**config.mk**
```make
export PLATFORM = sky130hd
export DESIGN_NAME = timer_bank_flat
export DESIGN_NICKNAME = d
export VERILOG_FILES = /design/src/rtl/timer_bank_if.sv /design/src/rtl/timer_bank.sv /design/src/flat_wrapper.sv
export SDC_FILE = /design/constraint.sdc
export NUM_CORES = 1
export LEC_CHECK = 0
export CORE_MARGIN = 2
export CORE_UTILIZATION = 45
export CTS_BUF_LIST = sky130_fd_sc_hd__clkbuf_8
export DETAILED_ROUTE_END_ITERATION = 8
export HOLD_SLACK_MARGIN = 0.06
export PLACE_DENSITY = 0.72
export SETUP_SLACK_MARGIN = 0.1
export SKIP_CTS_REPAIR_TIMING = 1
export SLEW_MARGIN = 20
export SYNTH_ARGS = -nofsm -noshare
export SYNTH_HDL_FRONTEND = slang
export SYNTH_SLANG_ARGS = --single-unit
export TNS_END_PERCENT = 10
```
**constraint.sdc**
```tcl
create_clock -name clk -period 4.4 [get_ports clk]
set_input_delay 0.88 -clock clk [delete_from_list [all_inputs] [get_ports clk]]
set_output_delay 0.88 -clock clk [all_outputs]
set_load 0.01 [all_outputs]
```
**src/rtl/timer_bank_if.sv**
```systemverilog
// Register access bus for timer_bank: channel select, register address, write strobe/data, registered read data.
// Read data returns one cycle after sel/reg_addr are presented; there is no backpressure.
interface timer_bank_if #(
    parameter int CH_BITS = 2,
    parameter int M_BITS  = 32
);
    logic [CH_BITS-1:0] sel;
    logic [1:0]         reg_addr;
    logic               wr;
    logic [M_BITS-1:0]  wdata;
    logic [M_BITS-1:0]  rdata;

    modport master (output sel, reg_addr, wr, wdata, input rdata);
    modport slave  (input sel, reg_addr, wr, wdata, output rdata);
endinterface

```
**src/rtl/timer_bank.sv**
```systemverilog
// timer_bank: CH prescaled timer/counter channels; 1-cycle registered reads, writes always accepted, no backpressure.
// Define TIMER_BANK_IRQ_EN to add per-channel irq enable/pending bits (CTRL[5:4]) and the irq output.
module timer_bank #(
    parameter int CH      = 4,
    parameter int CH_BITS = 2,
    parameter int M_BITS  = 32,
    parameter int N_BITS  = 24
) (
    input  logic          clk,
    input  logic          reset_n,
    timer_bank_if.slave   bus,
    input  logic [CH-1:0] ext_tick,
    output logic [CH-1:0] done_tick,
    output logic [CH-1:0] of
`ifdef TIMER_BANK_IRQ_EN
    ,
    output logic          irq
`endif
);
    localparam logic [1:0] A_CTRL = 2'd0, A_M = 2'd1, A_CNT = 2'd2, A_LIM = 2'd3;

    logic [CH-1:0]     en;
    logic [1:0]        mode [CH];
    logic [M_BITS-1:0] m    [CH];
    logic [M_BITS-1:0] q    [CH];
    logic [N_BITS-1:0] cnt  [CH];
    logic [N_BITS-1:0] lim  [CH];
    logic [CH-1:0]     ext_q;
`ifdef TIMER_BANK_IRQ_EN
    logic [CH-1:0]     ien;
    logic [CH-1:0]     pend;
`endif

    logic [CH-1:0]     pre_run, pre_tick, evt, step, wrap_lim, wrap_max, wsel, clr;
    logic [M_BITS-1:0] rd_nxt;

    always_comb begin
        pre_run  = '0;
        pre_tick = '0;
        evt      = '0;
        step     = '0;
        wrap_lim = '0;
        wrap_max = '0;
        wsel     = '0;
        clr      = '0;
        for (int i = 0; i < CH; i++) begin
            wsel[i]     = bus.wr && (bus.sel == CH_BITS'(i));
            clr[i]      = wsel[i] && (bus.reg_addr == A_CTRL) && bus.wdata[3];
            pre_run[i]  = en[i] && !mode[i][1] && (m[i] != '0);
            pre_tick[i] = pre_run[i] && (q[i] == m[i] - M_BITS'(1));
            evt[i]      = en[i] && (mode[i] == 2'b10) && ext_tick[i] && !ext_q[i];
            // Clear has priority over a coincident count step.
            step[i]     = (pre_tick[i] || evt[i]) && !clr[i];
            wrap_lim[i] = (lim[i] != '0) && (cnt[i] == lim[i] - N_BITS'(1));
            // A limit at or below the counter is only honoured after a full-range wrap.
            wrap_max[i] = !wrap_lim[i] && (&cnt[i]);
        end
    end

    always_comb begin
        rd_nxt = '0;
        for (int i = 0; i < CH; i++) begin
            if (bus.sel == CH_BITS'(i)) begin
                case (bus.reg_addr)
                    A_CTRL: begin
                        rd_nxt[0]   = en[i];
                        rd_nxt[2:1] = mode[i];
`ifdef TIMER_BANK_IRQ_EN
                        rd_nxt[4]   = ien[i];
                        rd_nxt[5]   = pend[i];
`endif
                    end
                    A_M:     rd_nxt = m[i];
                    A_CNT:   rd_nxt[N_BITS:0]   = {of[i], cnt[i]};
                    default: rd_nxt[N_BITS-1:0] = lim[i];
                endcase
            end
        end
    end

    always_ff @(posedge clk or negedge reset_n) begin
        if (!reset_n) begin
            en        <= '0;
            ext_q     <= '0;
            done_tick <= '0;
            of        <= '0;
            bus.rdata <= '0;
            for (int i = 0; i < CH; i++) begin
                mode[i] <= '0;
                m[i]    <= '0;
                q[i]    <= '0;
                cnt[i]  <= '0;
                lim[i]  <= '0;
            end
`ifdef TIMER_BANK_IRQ_EN
            ien  <= '0;
            pend <= '0;
            irq  <= 1'b0;
`endif
        end else begin
            ext_q     <= ext_tick;
            bus.rdata <= rd_nxt;
            for (int i = 0; i < CH; i++) begin
                done_tick[i] <= step[i] && (wrap_lim[i] || wrap_max[i]);
                if (clr[i]) begin
                    cnt[i] <= '0;
                    q[i]   <= '0;
                    of[i]  <= 1'b0;
                end else begin
                    if (pre_run[i])
                        q[i] <= pre_tick[i] ? '0 : q[i] + M_BITS'(1);
                    if (step[i]) begin
                        cnt[i] <= (wrap_lim[i] || wrap_max[i]) ? '0 : cnt[i] + N_BITS'(1);
                        if (wrap_max[i])
                            of[i] <= 1'b1;
                        if (wrap_lim[i] && mode[i] == 2'b01)
                            en[i] <= 1'b0;
                    end
                end
`ifdef TIMER_BANK_IRQ_EN
                if (step[i] && (wrap_lim[i] || wrap_max[i]))
                    pend[i] <= 1'b1;
                else if (wsel[i] && bus.reg_addr == A_CTRL && bus.wdata[5])
                    pend[i] <= 1'b0;
`endif
                // Register writes come last so a CTRL write overrides one-shot self-disable.
                if (wsel[i]) begin
                    case (bus.reg_addr)
                        A_CTRL: begin
                            en[i]   <= bus.wdata[0];
                            mode[i] <= bus.wdata[2:1];
`ifdef TIMER_BANK_IRQ_EN
                            ien[i]  <= bus.wdata[4];
`endif
                        end
                        A_M: begin
                            m[i] <= bus.wdata;
                            q[i] <= '0;
                        end
                        A_LIM:   lim[i] <= bus.wdata[N_BITS-1:0];
                        default: ;
                    endcase
                end
            end
`ifdef TIMER_BANK_IRQ_EN
            irq <= |(pend & ien);
`endif
        end
    end
endmodule
```
**src/flat_wrapper.sv**
```systemverilog
// flat-port wrapper written by rule: the top's interface ports become plain ports
module timer_bank_flat 
#(
    parameter int CH      = 4,
    parameter int CH_BITS = 2,
    parameter int M_BITS  = 32,
    parameter int N_BITS  = 24
)
  (clk, reset_n, ext_tick, done_tick, of, bus_sel, bus_reg_addr, bus_wr, bus_wdata, bus_rdata);
  timer_bank_if #(.CH_BITS(CH_BITS), .M_BITS(M_BITS)) bus_i ();
  input  logic clk;
  input  logic reset_n;
  input  logic [CH-1:0] ext_tick;
  output logic [CH-1:0] done_tick;
  output logic [CH-1:0] of;
  input wire logic [$bits(bus_i.sel)-1:0] bus_sel;
  input wire logic [$bits(bus_i.reg_addr)-1:0] bus_reg_addr;
  input wire logic [$bits(bus_i.wr)-1:0] bus_wr;
  input wire logic [$bits(bus_i.wdata)-1:0] bus_wdata;
  output wire logic [$bits(bus_i.rdata)-1:0] bus_rdata;
  assign bus_i.sel = bus_sel;
  assign bus_i.reg_addr = bus_reg_addr;
  assign bus_i.wr = bus_wr;
  assign bus_i.wdata = bus_wdata;
  assign bus_rdata = bus_i.rdata;
  timer_bank #(.CH(CH), .CH_BITS(CH_BITS), .M_BITS(M_BITS), .N_BITS(N_BITS)) u_core (.clk(clk), .reset_n(reset_n), .bus(bus_i), .ext_tick(ext_tick), .done_tick(done_tick), .of(of));
endmodule
```
==> impl_metrics.tcl, run 1 <==
set metrics [dict create \
    cpMaxStageDelayCell "a2111oi_0" \
    htree_levels 3 \
    routed_wl_mm 114 \
    endpoint_kind "flop" \
    cts_root_buf "clkbuf_8" \
    clock_skew_ns 0.0377 \
    hold_slack_ns 0.131 \
    drive_above_1_share 0.147 \
    grtUsageTotal 0.299 \
    via_count 29700 \
    cts_buffers 90 \
    synth-seq-cells 504 \
    clock-sinks 504 \
    grt_max_degree 109 \
    wl_per_cell_um 24.5 \
    synth.area.mux_share 0.102 \
    crit_path_start_kind "flop" \
    fin_crit_ns 4.09 \
    fin_setup_tns_ns 0 \
    max_stage_delay_ns 0.78 \
    ys_types 106 \
    clkTransAtPathRegs_ns 0.07 \
    synth_nets 3622 \
    drv_slew 0 \
    crit_required_ns 5.05 \
    final_common_cell "dfrtp_1" \
    synth-simple-area-share 0.223 \
    synth_adder_area_share 0.00836 \
    drc 0 \
    synth-edff-count 0 \
    syn_area_um2 32900 \
    start_util 0.453 \
    dr.pass1.iters 8 \
    gp_congestion 1.01 \
    coreArea_um2 72700 \
    via_per_inst 6.41 \
    antenna_found_initial 10 \
    yosysSeqAreaShare 0.383 \
    synth_warnings 0 \
    dpl.hpwl_mm 83.0 \
    io_pins 83 \
    fmax_mhz 245 \
    synth_compound_area_frac 0.136 \
    fin_crit_sh 0.929 \
    clk_path_buf_depth 3 \
    grt_pass1_vias 27200 \
    crit_fanout 38 \
    synth_top_family_by_area "simple AND/OR/NAND/NOR gates" \
    die-area_um2 75300 \
    vdd_drop_max_mv 0.322 \
    grt_first_pass_wirelength_mm 171 \
    synthFlopType "dfrtp_1" \
    power.leakage_nw 15.2 \
    cp_data_arrival_time_ns 4.74 \
    row_count 99 \
    hold_violations 0 \
    grt_setup_unrepaired "false" \
    ant_nets 0 \
    p_total_mw 15.2 \
    clk_latency_ns 0.74 \
    maxSlewHeadroom 0.196 \
    path_cells "inv_1 > ha_1 > or4b_1 > nor2_1 > xnor2_1 > a2111oi_0 > nand3_1 > nor4b_1 > and3_1 > o211ai_1 > buf_12 > nor4_1 > a21o_1" \
    crit_type "reg -> reg" \
    status "completed" \
    tightest_slew_ns 1.20 \
    powerDensity_nw_per_um2 415 \
    die_x_um 274 \
    avgSynthCellArea_um2 9.25 \
    grt_overflow_total 0 \
    hp-class "in -> async" \
    maxCapViolations 0 \
    fin_util 0.505 \
    die_y_um 274 \
    async_flop_share 1.00 \
    io_buffers 82 \
    finalSetupViolCount 0 \
    final_nets 3672 \
    synthCells 3557 \
    drt_iter0_drc 3492 \
    cts_tree "yes" \
    area_growth_pct 11.5 \
    synth_xor_area_frac 0.105 \
    layout_common_cells "504 x dfrtp_1, 295 x nor2_1, 239 x nand2_1" \
]
-- path summary, 6_finish.rpt --
kind | from | end | slack [ns] | cells past startpoint
worst max-delay path | u_core.m[32]$_DFFE_PN0P_ | u_core.cnt[43]$_DFFE_PN0P_ | 0.31 | 13
worst min-delay path | reset_n | u_core.q[9]$_DFF_PN0_ | 0.13 | 1
worst max register to register | u_core.m[32]$_DFFE_PN0P_ | u_core.cnt[43]$_DFFE_PN0P_ | 0.31 | 13
worst min register to register | u_core.mode[2]$_DFFE_PN0P_ | u_core.mode[2]$_DFFE_PN0P_ | 0.55 | 1
max in group asynchronous | reset_n | u_core.q[45]$_DFF_PN0_ | 3.22 | 2
min in group clk | u_core.mode[2]$_DFFE_PN0P_ | u_core.mode[2]$_DFFE_PN0P_ | 0.55 | 1
-- stage by stage --
stage / instances / instance area, um^2 / setup WS, ns
2_1_floorplan: 3557 / 32900 / 0.597
3_5_place_dp: 4473 / 34800 / 0.254
5_1_grt: 4631 / 36700 / 0.123
4_1_cts: 4629 / 36600 / 0.234
6_report: 4633 / 36700 / 0.311
3_3_place_gp: 4473 / 34800 / 0.344
-- registers in the layout, indices dropped and copies added, names as in the netlist, 8 cells and up --
signal,count
u_core.m,128
u_core.bus.rdata,32
u_core.lim,96
u_core.q,128
u_core.mode,8
u_core.cnt,96
-- cell families (layout without fill, tap and decap cells) --
| kind of cell | Yosys count | count (layout) |
|---|---|---|
| simple gates | 1376 | 1376 |
| flops | 504 | 504 |
| xor+xnor | 395 | 395 |
| fa+ha+maj | 22 | 22 |
| other cells | 0 | 3 |
| mux | 293 | 293 |
| buf+inv | 318 | 432 |
| compound gates | 649 | 649 |
-- final cells by class --
type	instances	area (um^2)
Inverter	87	327
Clock inverter	50	363
Tap cell	959	1200
Multi-Input combinational cell	2735	19000
Timing Repair Buffer	189	1720
Fill cell	6739	36000
Clock buffer	106	1460
Antenna cell	3	7.51
Sequential cell	504	12600
-- critical path: cells and delay by family, from the launching register on --
kind                     cells  cell delay (ns)
AO/OA/AOI/OAI                3             1.08
XOR/XNOR                     1             0.09
AND/OR/NAND/NOR              6             1.86
adder cells (fa/ha/maj)      1             0.23
flip-flops                   1             0.46
buffers and inverters        2             0.30
-- synth_stat cells (17+ instances only) --
cell / instances / area (um^2)
a21oi_1: 90 / 450
nand2_1: 239 / 897
nand3b_1: 21 / 158
xnor2_1: 205 / 1800
or3_1: 36 / 225
nor2_1: 295 / 1110
nand2b_1: 26 / 163
nor4_1: 68 / 425
nand3_1: 168 / 841
a211o_1: 17 / 149
ha_1: 22 / 275
nor2b_1: 32 / 200
mux2i_1: 63 / 631
o21ai_0: 126 / 631
and4_1: 25 / 219
and3_1: 91 / 569
mux2_2: 218 / 2450
xor2_1: 189 / 1660
nor3_1: 128 / 641
a31oi_1: 44 / 275
and2_1: 31 / 194
o211ai_1: 24 / 180
clkbuf_1: 188 / 706
nand4_1: 70 / 438
dfrtp_1: 504 / 12600
inv_1: 83 / 312
a221o_1: 32 / 320
or4_1: 42 / 315
a22oi_1: 70 / 526
nor3b_1: 21 / 158
o22ai_1: 52 / 325
a221oi_1: 25 / 219
-- metal layers --
| layer | vias to the layer above | GRT usage | wire, um |
|---|---|---|---|
| met3 | 310 | 0.0660 | 11800 |
| li1 | 13200 | - | - |
| met2 | 1592 | 0.436 | 48600 |
| met4 | 8 | 0.144 | 5970 |
| met1 | 14600 | 0.418 | 47100 |
| met5 | - | 0 | 56 |
-- report_power, final --
group,internal (mW),switching [mW],leakage (nW)
Clock,2.43,2.11,1.02
Combinational,1.91,2.18,7.62
Sequential,5.27,1.32,6.58
(Power assumes the default switching activity.)
==> inputs of run 2 (changes only) <==
==> constraint.sdc (replaced) <==
create_clock -name clk -period 4.4 [get_ports clk]
set_input_delay 1.1 -clock clk [delete_from_list [all_inputs] [get_ports clk]]
set_output_delay 1.1 -clock clk [all_outputs]
set_load 0.01 [all_outputs]
==> impl_metrics.tcl, run 2 (synthesized netlist as in run 1, its figures left out) <==
set metrics [dict create \
    drt_iter0_drc 3768 \
    finalSetupViolCount 0 \
    top_regs "u_core.m: 128 flops, u_core.q: 128 flops" \
    io_buffers 82 \
    cp_data_arrival_time_ns 4.74 \
    routed_wl_mm 114 \
    path_cells "inv_1 > ha_1 > nor4b_1 > nand4_1 > or4b_1 > and3_1 > a311o_1 > or4b_1 > o21ai_2 > a21oi_4 > and4_2 > a211o_1" \
    clkTransAtPathRegs_ns 0.07 \
    drv_slew 0 \
    cts_buffers 89 \
    wl_per_cell_um 24.5 \
    r2r-start "u_core.lim[48]$_DFFE_PN0P_" \
    dr.pass1.iters 8 \
    endpoint_kind "flop" \
    vdd_drop_max_mv 0.271 \
    reg2reg_to "u_core.cnt[71]$_DFFE_PN0P_" \
    layout_common_cells "504 x dfrtp_1, 295 x nor2_1, 239 x nand2_1" \
    grtUsageTotal 0.300 \
    grt_first_pass_wirelength_mm 171 \
    row_count 99 \
    crit_path_start_kind "flop" \
    path_common_cell "or4b_1" \
    cts_tree "yes" \
    crit_path_start "u_core.lim[48]$_DFFE_PN0P_" \
    htree_levels 3 \
    hp-class "in -> async" \
    die-area_um2 75300 \
    cp_num_buf_inv 1 \
    status "completed" \
    hold_violations 0 \
    crit_fanout 11 \
    power.leakage_nw 15.3 \
    multi_input_area_um2 19000 \
    fin_crit_sh 0.941 \
    max_stage_delay_ns 0.58 \
    crit_type "reg -> reg" \
    maxCapViolations 0 \
    fin_setup_tns_ns 0 \
    fill_cells 6633 \
    final_common_cell "dfrtp_1" \
    die_x_um 274 \
    final_nets 3684 \
    antenna_found_initial 10 \
    ant_nets 0 \
    crit_required_ns 5.00 \
    reg2reg_depth 12 \
    clock-sinks 504 \
    clk_latency_ns 0.74 \
    dpl.hpwl_mm 83.9 \
    die_y_um 274 \
    drc 0 \
    coreArea_um2 72700 \
    area_growth_pct 12.2 \
    reg2reg_slack_ns 0.26 \
    cts_root_buf "clkbuf_8" \
    start_util 0.453 \
    powerDensity_nw_per_um2 417 \
    grt_setup_unrepaired "false" \
    io_pins 83 \
    grt_max_degree 81 \
    drive_above_1_share 0.153 \
    gp_congestion 0.992 \
    fmax_mhz 242 \
    via_per_inst 6.37 \
    clk_path_buf_depth 3 \
    via_count 29600 \
    grt_overflow_total 0 \
    fin_util 0.508 \
    fin_crit_ns 4.14 \
    cpMaxStageDelayCell "or4b_1" \
    tightest_slew_ns 1.24 \
    path_delay_family "simple AND/OR/NAND/NOR gates" \
    maxSlewHeadroom 0.169 \
    clock_skew_ns 0.0528 \
    seqCellArea_um2 12600 \
    grt_pass1_vias 27500 \
]
==> run 2: worst max-delay path by stage <==
stage                                      end  slack [ns]  depth (start not counted)
finish              u_core.cnt[71]$_DFFE_PN0P_        0.26                         12
global route        u_core.cnt[43]$_DFFE_PN0P_        0.10                         13
CTS                 u_core.cnt[63]$_DFFE_PN0P_        0.14                         13
detailed placement  u_core.cnt[63]$_DFFE_PN0P_        0.19                         13
global placement    u_core.cnt[54]$_DFFE_PN0P_        0.23                         13
floorplan           u_core.cnt[53]$_DFFE_PN0P_        0.60                         15
==> run 2: report_power, final <==
part	switching (mW)	internal (mW)
combinational	2.15	1.91
sequential	1.35	5.27
clock	2.11	2.61
total	5.62	9.79
==> run 2: layer usage <==
metal	share of wire	vias up	global-route usage
li1	-	13200	-
met1	0.41	14500	0.414
met2	0.42	1642	0.433
met3	0.11	337	0.0773
met4	0.055	10	0.150
met5	0.00053	-	0
==> run 2: through the flow <==
step	setup WS (ns)	cell area, um^2	cells	hold slack [ns]	power [mW]
CTS	0.143	36900	4643	0.404	15.3
global route	0.104	36900	4646	0.430	16.1
floorplan	0.597	32900	3557	0.475	8.98
global placement	0.227	34900	4485	0.520	10.5
finish	0.260	36900	4652	0.394	15.4
detailed placement	0.186	34900	4485	0.532	10.6
==> run 2: layout make-up <==
type                       count  area share
antenna                        7    0.000474
clock buffer                 113      0.0421
clock inverter                45     0.00976
inverter                      87     0.00885
multi-input combinational   2736       0.515
sequential                   504       0.342
tap                          959      0.0325
timing repair buffer         201      0.0496
